[src/rtl/bsg_fifo_1r1w_circ_tracker_if.sv]
// ============================================================================
// Module  : bsg_fifo_1r1w_circ_tracker_if
// Brief   : Producer/consumer handshake bundle for the circular-pointer FIFO.
// Revision: 1.0
// ============================================================================
`default_nettype none

interface bsg_fifo_1r1w_circ_tracker_if #(
  parameter int width_p = 8,
  parameter int els_p   = 16
);
  localparam int ptr_width_lp = $clog2(els_p);

  logic                  v_i;
  logic [width_p-1:0]    data_i;
  logic                  ready_o;
  logic                  v_o;
  logic [width_p-1:0]    data_o;
  logic                  yumi_i;
  logic [ptr_width_lp:0] count_o;

  modport master (
    output v_i, data_i, yumi_i,
    input  ready_o, v_o, data_o, count_o
  );

  modport slave (
    input  v_i, data_i, yumi_i,
    output ready_o, v_o, data_o, count_o
  );
endinterface

`default_nettype wire

[src/rtl/bsg_fifo_1r1w_circ_tracker.sv]
// ============================================================================
// Module  : bsg_fifo_1r1w_circ_tracker
// Brief   : 1R1W show-ahead FIFO tracked by two circular pointers plus wrap bits.
// Revision: 1.0
// ============================================================================
`default_nettype none

module bsg_fifo_1r1w_circ_tracker #(
  parameter int width_p = 8,
  parameter int els_p   = 16
) (
  input  wire logic                    clk,
  input  wire logic                    reset_n_i,
  bsg_fifo_1r1w_circ_tracker_if.slave  fifo
);
  localparam int ptr_width_lp = $clog2(els_p);

  if ((els_p < 2) || ((els_p & (els_p - 1)) != 0)) begin : g_els_check
    $error("els_p must be a power of two >= 2");
  end

  logic [ptr_width_lp-1:0] r_wptr;
  logic [ptr_width_lp-1:0] r_rptr;
  logic                    r_wwrap;
  logic                    r_rwrap;
  logic [width_p-1:0]      r_mem [els_p];

  logic                    w_ptr_eq;
  logic                    w_empty;
  logic                    w_full;
  logic                    w_enq;
  logic                    w_deq;
  logic [ptr_width_lp:0]   w_count;

  // Equal pointers mean empty or full; the wrap bits disambiguate.
  assign w_ptr_eq = (r_wptr == r_rptr);
  assign w_empty  = w_ptr_eq && (r_wwrap == r_rwrap);
  assign w_full   = w_ptr_eq && (r_wwrap != r_rwrap);
  assign w_count  = {r_wwrap, r_wptr} - {r_rwrap, r_rptr};

  assign fifo.ready_o = reset_n_i && !w_full;
  assign fifo.v_o     = reset_n_i && !w_empty;
  assign fifo.data_o  = r_mem[r_rptr];
  assign fifo.count_o = reset_n_i ? w_count : '0;

  assign w_enq = fifo.v_i && fifo.ready_o;
  assign w_deq = fifo.yumi_i && fifo.v_o;

  always_ff @(posedge clk) begin
    if (!reset_n_i) begin
      r_wptr  <= '0;
      r_wwrap <= 1'b0;
      r_rptr  <= '0;
      r_rwrap <= 1'b0;
    end else begin
      if (w_enq) begin
        {r_wwrap, r_wptr} <= {r_wwrap, r_wptr} + (ptr_width_lp+1)'(1);
      end
      if (w_deq) begin
        {r_rwrap, r_rptr} <= {r_rwrap, r_rptr} + (ptr_width_lp+1)'(1);
      end
    end
  end

  // Storage is intentionally left unreset; only the pointers define validity.
  always_ff @(posedge clk) begin
    if (w_enq) begin
      r_mem[r_wptr] <= fifo.data_i;
    end
  end

  a_yumi_when_empty: assert property (
    @(posedge clk) disable iff (!reset_n_i) !(fifo.yumi_i && !fifo.v_o)
  );

endmodule

`default_nettype wire

[src/flat_wrapper.sv]
// flat-port wrapper written by rule: the top's interface ports become plain ports
module bsg_fifo_1r1w_circ_tracker_flat 
#(
  parameter int width_p = 8,
  parameter int els_p   = 16
)
  (clk, reset_n_i, fifo_v_i, fifo_data_i, fifo_yumi_i, fifo_ready_o, fifo_v_o, fifo_data_o, fifo_count_o);
  bsg_fifo_1r1w_circ_tracker_if #(.width_p(width_p), .els_p(els_p)) fifo_i ();
  input  wire logic clk;
  input  wire logic reset_n_i;
  input wire logic [$bits(fifo_i.v_i)-1:0] fifo_v_i;
  input wire logic [$bits(fifo_i.data_i)-1:0] fifo_data_i;
  input wire logic [$bits(fifo_i.yumi_i)-1:0] fifo_yumi_i;
  output wire logic [$bits(fifo_i.ready_o)-1:0] fifo_ready_o;
  output wire logic [$bits(fifo_i.v_o)-1:0] fifo_v_o;
  output wire logic [$bits(fifo_i.data_o)-1:0] fifo_data_o;
  output wire logic [$bits(fifo_i.count_o)-1:0] fifo_count_o;
  assign fifo_i.v_i = fifo_v_i;
  assign fifo_i.data_i = fifo_data_i;
  assign fifo_i.yumi_i = fifo_yumi_i;
  assign fifo_ready_o = fifo_i.ready_o;
  assign fifo_v_o = fifo_i.v_o;
  assign fifo_data_o = fifo_i.data_o;
  assign fifo_count_o = fifo_i.count_o;
  bsg_fifo_1r1w_circ_tracker #(.width_p(width_p), .els_p(els_p)) u_core (.clk(clk), .reset_n_i(reset_n_i), .fifo(fifo_i));
endmodule
[config.mk]
export PLATFORM = sky130hd
export DESIGN_NAME = bsg_fifo_1r1w_circ_tracker_flat
export DESIGN_NICKNAME = d
export VERILOG_FILES = /design/src/rtl/bsg_fifo_1r1w_circ_tracker_if.sv /design/src/rtl/bsg_fifo_1r1w_circ_tracker.sv /design/src/flat_wrapper.sv
export SDC_FILE = /design/constraint.sdc
export NUM_CORES = 1
export LEC_CHECK = 0
export ABC_AREA = 1
export BUFFER_PORTS_ARGS = -buffer_cell sky130_fd_sc_hd__buf_2
export CORE_MARGIN = 1
export CORE_UTILIZATION = 35
export DETAILED_ROUTE_END_ITERATION = 7
export GPL_TIMING_DRIVEN = 0
export PLACE_DENSITY = 0.61
export SLEW_MARGIN = 20
export SYNTH_ARGS = -nofsm -noshare
export SYNTH_HDL_FRONTEND = slang
export SYNTH_SLANG_ARGS = --single-unit
export TNS_END_PERCENT = 20
[constraint.sdc]
create_clock -name clk -period 3 [get_ports clk]
set_input_delay 0.3 -clock clk [delete_from_list [all_inputs] [get_ports clk]]
set_output_delay 0.3 -clock clk [all_outputs]
set_load 0.02 [all_outputs]
==> results.yml <==
run_status:
  outcome: "finished, final reports clean"
place:
  io_buffers: 25
  place_inst: 931
  globalplace.congestion: 0.839
  dp_hpwl_mm: 10.2
clock_network:
  cts-buffers-inserted: 17
  cts_setup_buffers: 0
  cts_resized: 0
  cts-hold-fix-buffers: 0
  clock-root-buffer: "clkbuf_16"
  clk_path_buf_depth: 2
  cts_tree: "done"
  htreeDepth: 4
  cts.clk_slew.worst_paths_ns: 0.06
  cts_num_sinks: 142
  clock_latency_ns: 0.42
global_routing:
  gr-total-overflow: 0
  grt_pass1_wl_mm: 24.4
  grt_pass1_vias: 4404
  antenna_found_initial: 0
  grt_max_degree: 17
  grt_usage: 0.181
floorplanning:
  std_cell_rows: 49
  dieHeight_um: 138
  dieArea_mm2: 0.0190
  start_util: 0.358
  io_pins: 27
  coreArea_mm2: 0.0180
  die_w_um: 138
synthesis:
  yosys.area.top_type: "edfxtp_1"
  syn_inst: 674
  ys_seq_area_frac: 0.640
  synth_cell_types: 21
  ys_seq_elements: 142
  ys_warn_count: 0
  ys_top_cells_by_area: "edfxtp_1 60%, nand2_1 12%, nand3_1 8.4%"
  syn_nets: 696
  postSynthAreaPerCell_um2: 9.57
  synth_top_area_share: 0.596
  synthesis.area_mm2: 0.00645
power_and_ir_drop:
  p_comb_frac: 0.077
  power_density_mw_per_mm2: 643
  swShare: 0.219
  p_int_mw: 3.85
  clockPowerShare: 0.481
  p_sw_mw: 1.08
  ir_drop_v: 0.000419
  power_frac_seq: 0.442
  power.leakage_nw: 3.31
routing:
  post-route-drc-count: 0
  ant_nets: 0
  wirelength_mm: 15.6
  dr.pass1.iters: 5
  vias: 4563
  vias_per_cell: 4.74
  drt_iter0_drc: 376
  wl_per_cell_um: 16.2
critical_path:
  start_kind: "flop"
  crit_path_frequent_cell: "nand3_1"
  crit_fanout: 10
  crit_type: "reg2out"
  timing.rr.start: "u_core.r_wptr[2]"
  critPathSlowestCell: "clkbuf_1"
  crit_chain: "inv_2 > clkbuf_1 > nand2_1 > nand3_1 > nand3_1 > nand3_1 > nand2_1 > buf_2"
  critPathTopFamily: "buffers and inverters"
  slowest_delay_ns: 0.51
  arrival_ns: 2.18
  crit_required_ns: 2.70
  crit_buf_inv: 3
  endpoint_kind: "output pin"
timing:
  hold_viol_final: 0
  worst_pin_slew_ns: 0.809
  relSlewSlack: 0.457
  report.final.slew_viol_count: 0
  fin_crit_sh: 0.828
  skew_ns: 0.00476
  grt_setup_unrepaired: "false"
  final.setup.tns_ns: 0
  max_freq_mhz: 403
  setup_viol: 0
  finalCriticalPeriod_ns: 2.48
finish:
  final_cell_mix: "207 x nand2_1, 128 x edfxtp_1, 124 x inv_1"
  stdcell_count: 963
  nFillCells: 1762
  drive_gt1_frac: 0.128
  multi_input_area_mm2: 0.00180
  antenna_cells: 0
  nets: 743
  final_common_cell: "nand2_1"
  final_util: 0.425
  seqCellArea_mm2: 0.00412
  areaGrowthSynthToFinish_pct: 18.9
worst_hold_path:
  min-delay-start: "fifo_yumi_i"
  hp-class: "in2reg"
run:
  drv_cap: 0
## state kept, by name, summed over array words and instances (netlist names), named ones only
register	cells
u_core.r_rwrap	1
u_core.r_mem	128
u_core.r_wptr	4
u_core.r_wwrap	1
u_core.r_rptr	4
## through the flow
step	hold slack (ns)	area, um2	setup WS [ns]	total power [mW]
3_3_place_gp	0.529	6860	0.122	2.59
5_1_grt	0.207	7660	0.343	5.09
3_5_place_dp	0.538	6950	0.281	2.60
6_report	0.201	7660	0.517	4.93
2_1_floorplan	0.399	6450	0.775	2.45
4_1_cts	0.187	7660	0.274	4.95
## logic make-up after synthesis
logic type               Yosys count  share of synthesized area
AO/OA/AOI/OAI                      9                    0.00737
adder cells (fa/ha/maj)           10                     0.0206
buffers and inverters            152                     0.0924
flip-flops                       142                      0.640
AND/OR/NAND/NOR                  361                      0.240
## final cells by class
type                       count  share of cell area
buffer                        27              0.0165
sequential                   142               0.538
multi-input combinational    380               0.235
inverter                     125              0.0612
timing repair buffer          28              0.0193
clock buffer                  30              0.0908
clock inverter                 2             0.00147
tap                          229              0.0374
## cell usage after synthesis
| master | n |
|---|---|
| nand2_1 | 207 |
| edfxtp_1 | 128 |
| inv_1 | 124 |
| nand3_1 | 108 |
| nor2_1 | 23 |
| nor3_1 | 16 |
| buf_2 | 14 |
| dfxtp_1 | 14 |
| clkbuf_1 | 10 |
| ha_1 | 9 |
| a21oi_1 | 8 |
| nand4_1 | 3 |
| buf_1 | 2 |
| buf_6 | 1 |
| fa_1 | 1 |
| inv_2 | 1 |
| nand2_2 | 1 |
| nand2_4 | 1 |
| nand3_4 | 1 |
| nor2_4 | 1 |
| o21a_1 | 1 |
## final timing paths
check / end / slack (ns) / depth (start not counted)
max: fifo_data_o[1] / 0.52 / 8
min: u_core.r_rptr[1] / 0.20 / 3
max reg2reg: u_core.r_mem[3][0] / 0.54 / 7
min reg2reg: u_core.r_wptr[1] / 0.55 / 2
## power by group through the flow
| stage | sequential (mW) | clock (mW) | combinational [mW] |
|---|---|---|---|
| after floorplan | 2.22 | 0 | 0.233 |
| after global placement | 2.22 | 0 | 0.369 |
| after detailed placement | 2.22 | 0 | 0.381 |
| after CTS | 2.18 | 2.39 | 0.383 |
| after global routing | 2.18 | 2.48 | 0.427 |
| final | 2.18 | 2.37 | 0.381 |
## layer usage
| layer | routed length [um] | global-route usage | vias to the layer above |
|---|---|---|---|
| met5 | 0 | 0 | - |
| met4 | 383 | 0.0707 | 0 |
| met3 | 1050 | 0.0438 | 26 |
| met2 | 7290 | 0.292 | 156 |
| met1 | 6840 | 0.234 | 2119 |
| li1 | - | - | 2262 |
## tightest hold or removal path: cells and delay by family
family / cells / cell delay, ns
buffers and inverters: 1 / 0.12
and+or+nand+nor: 2 / 0.17
Note: power is estimated with default switching activity, not from simulation.
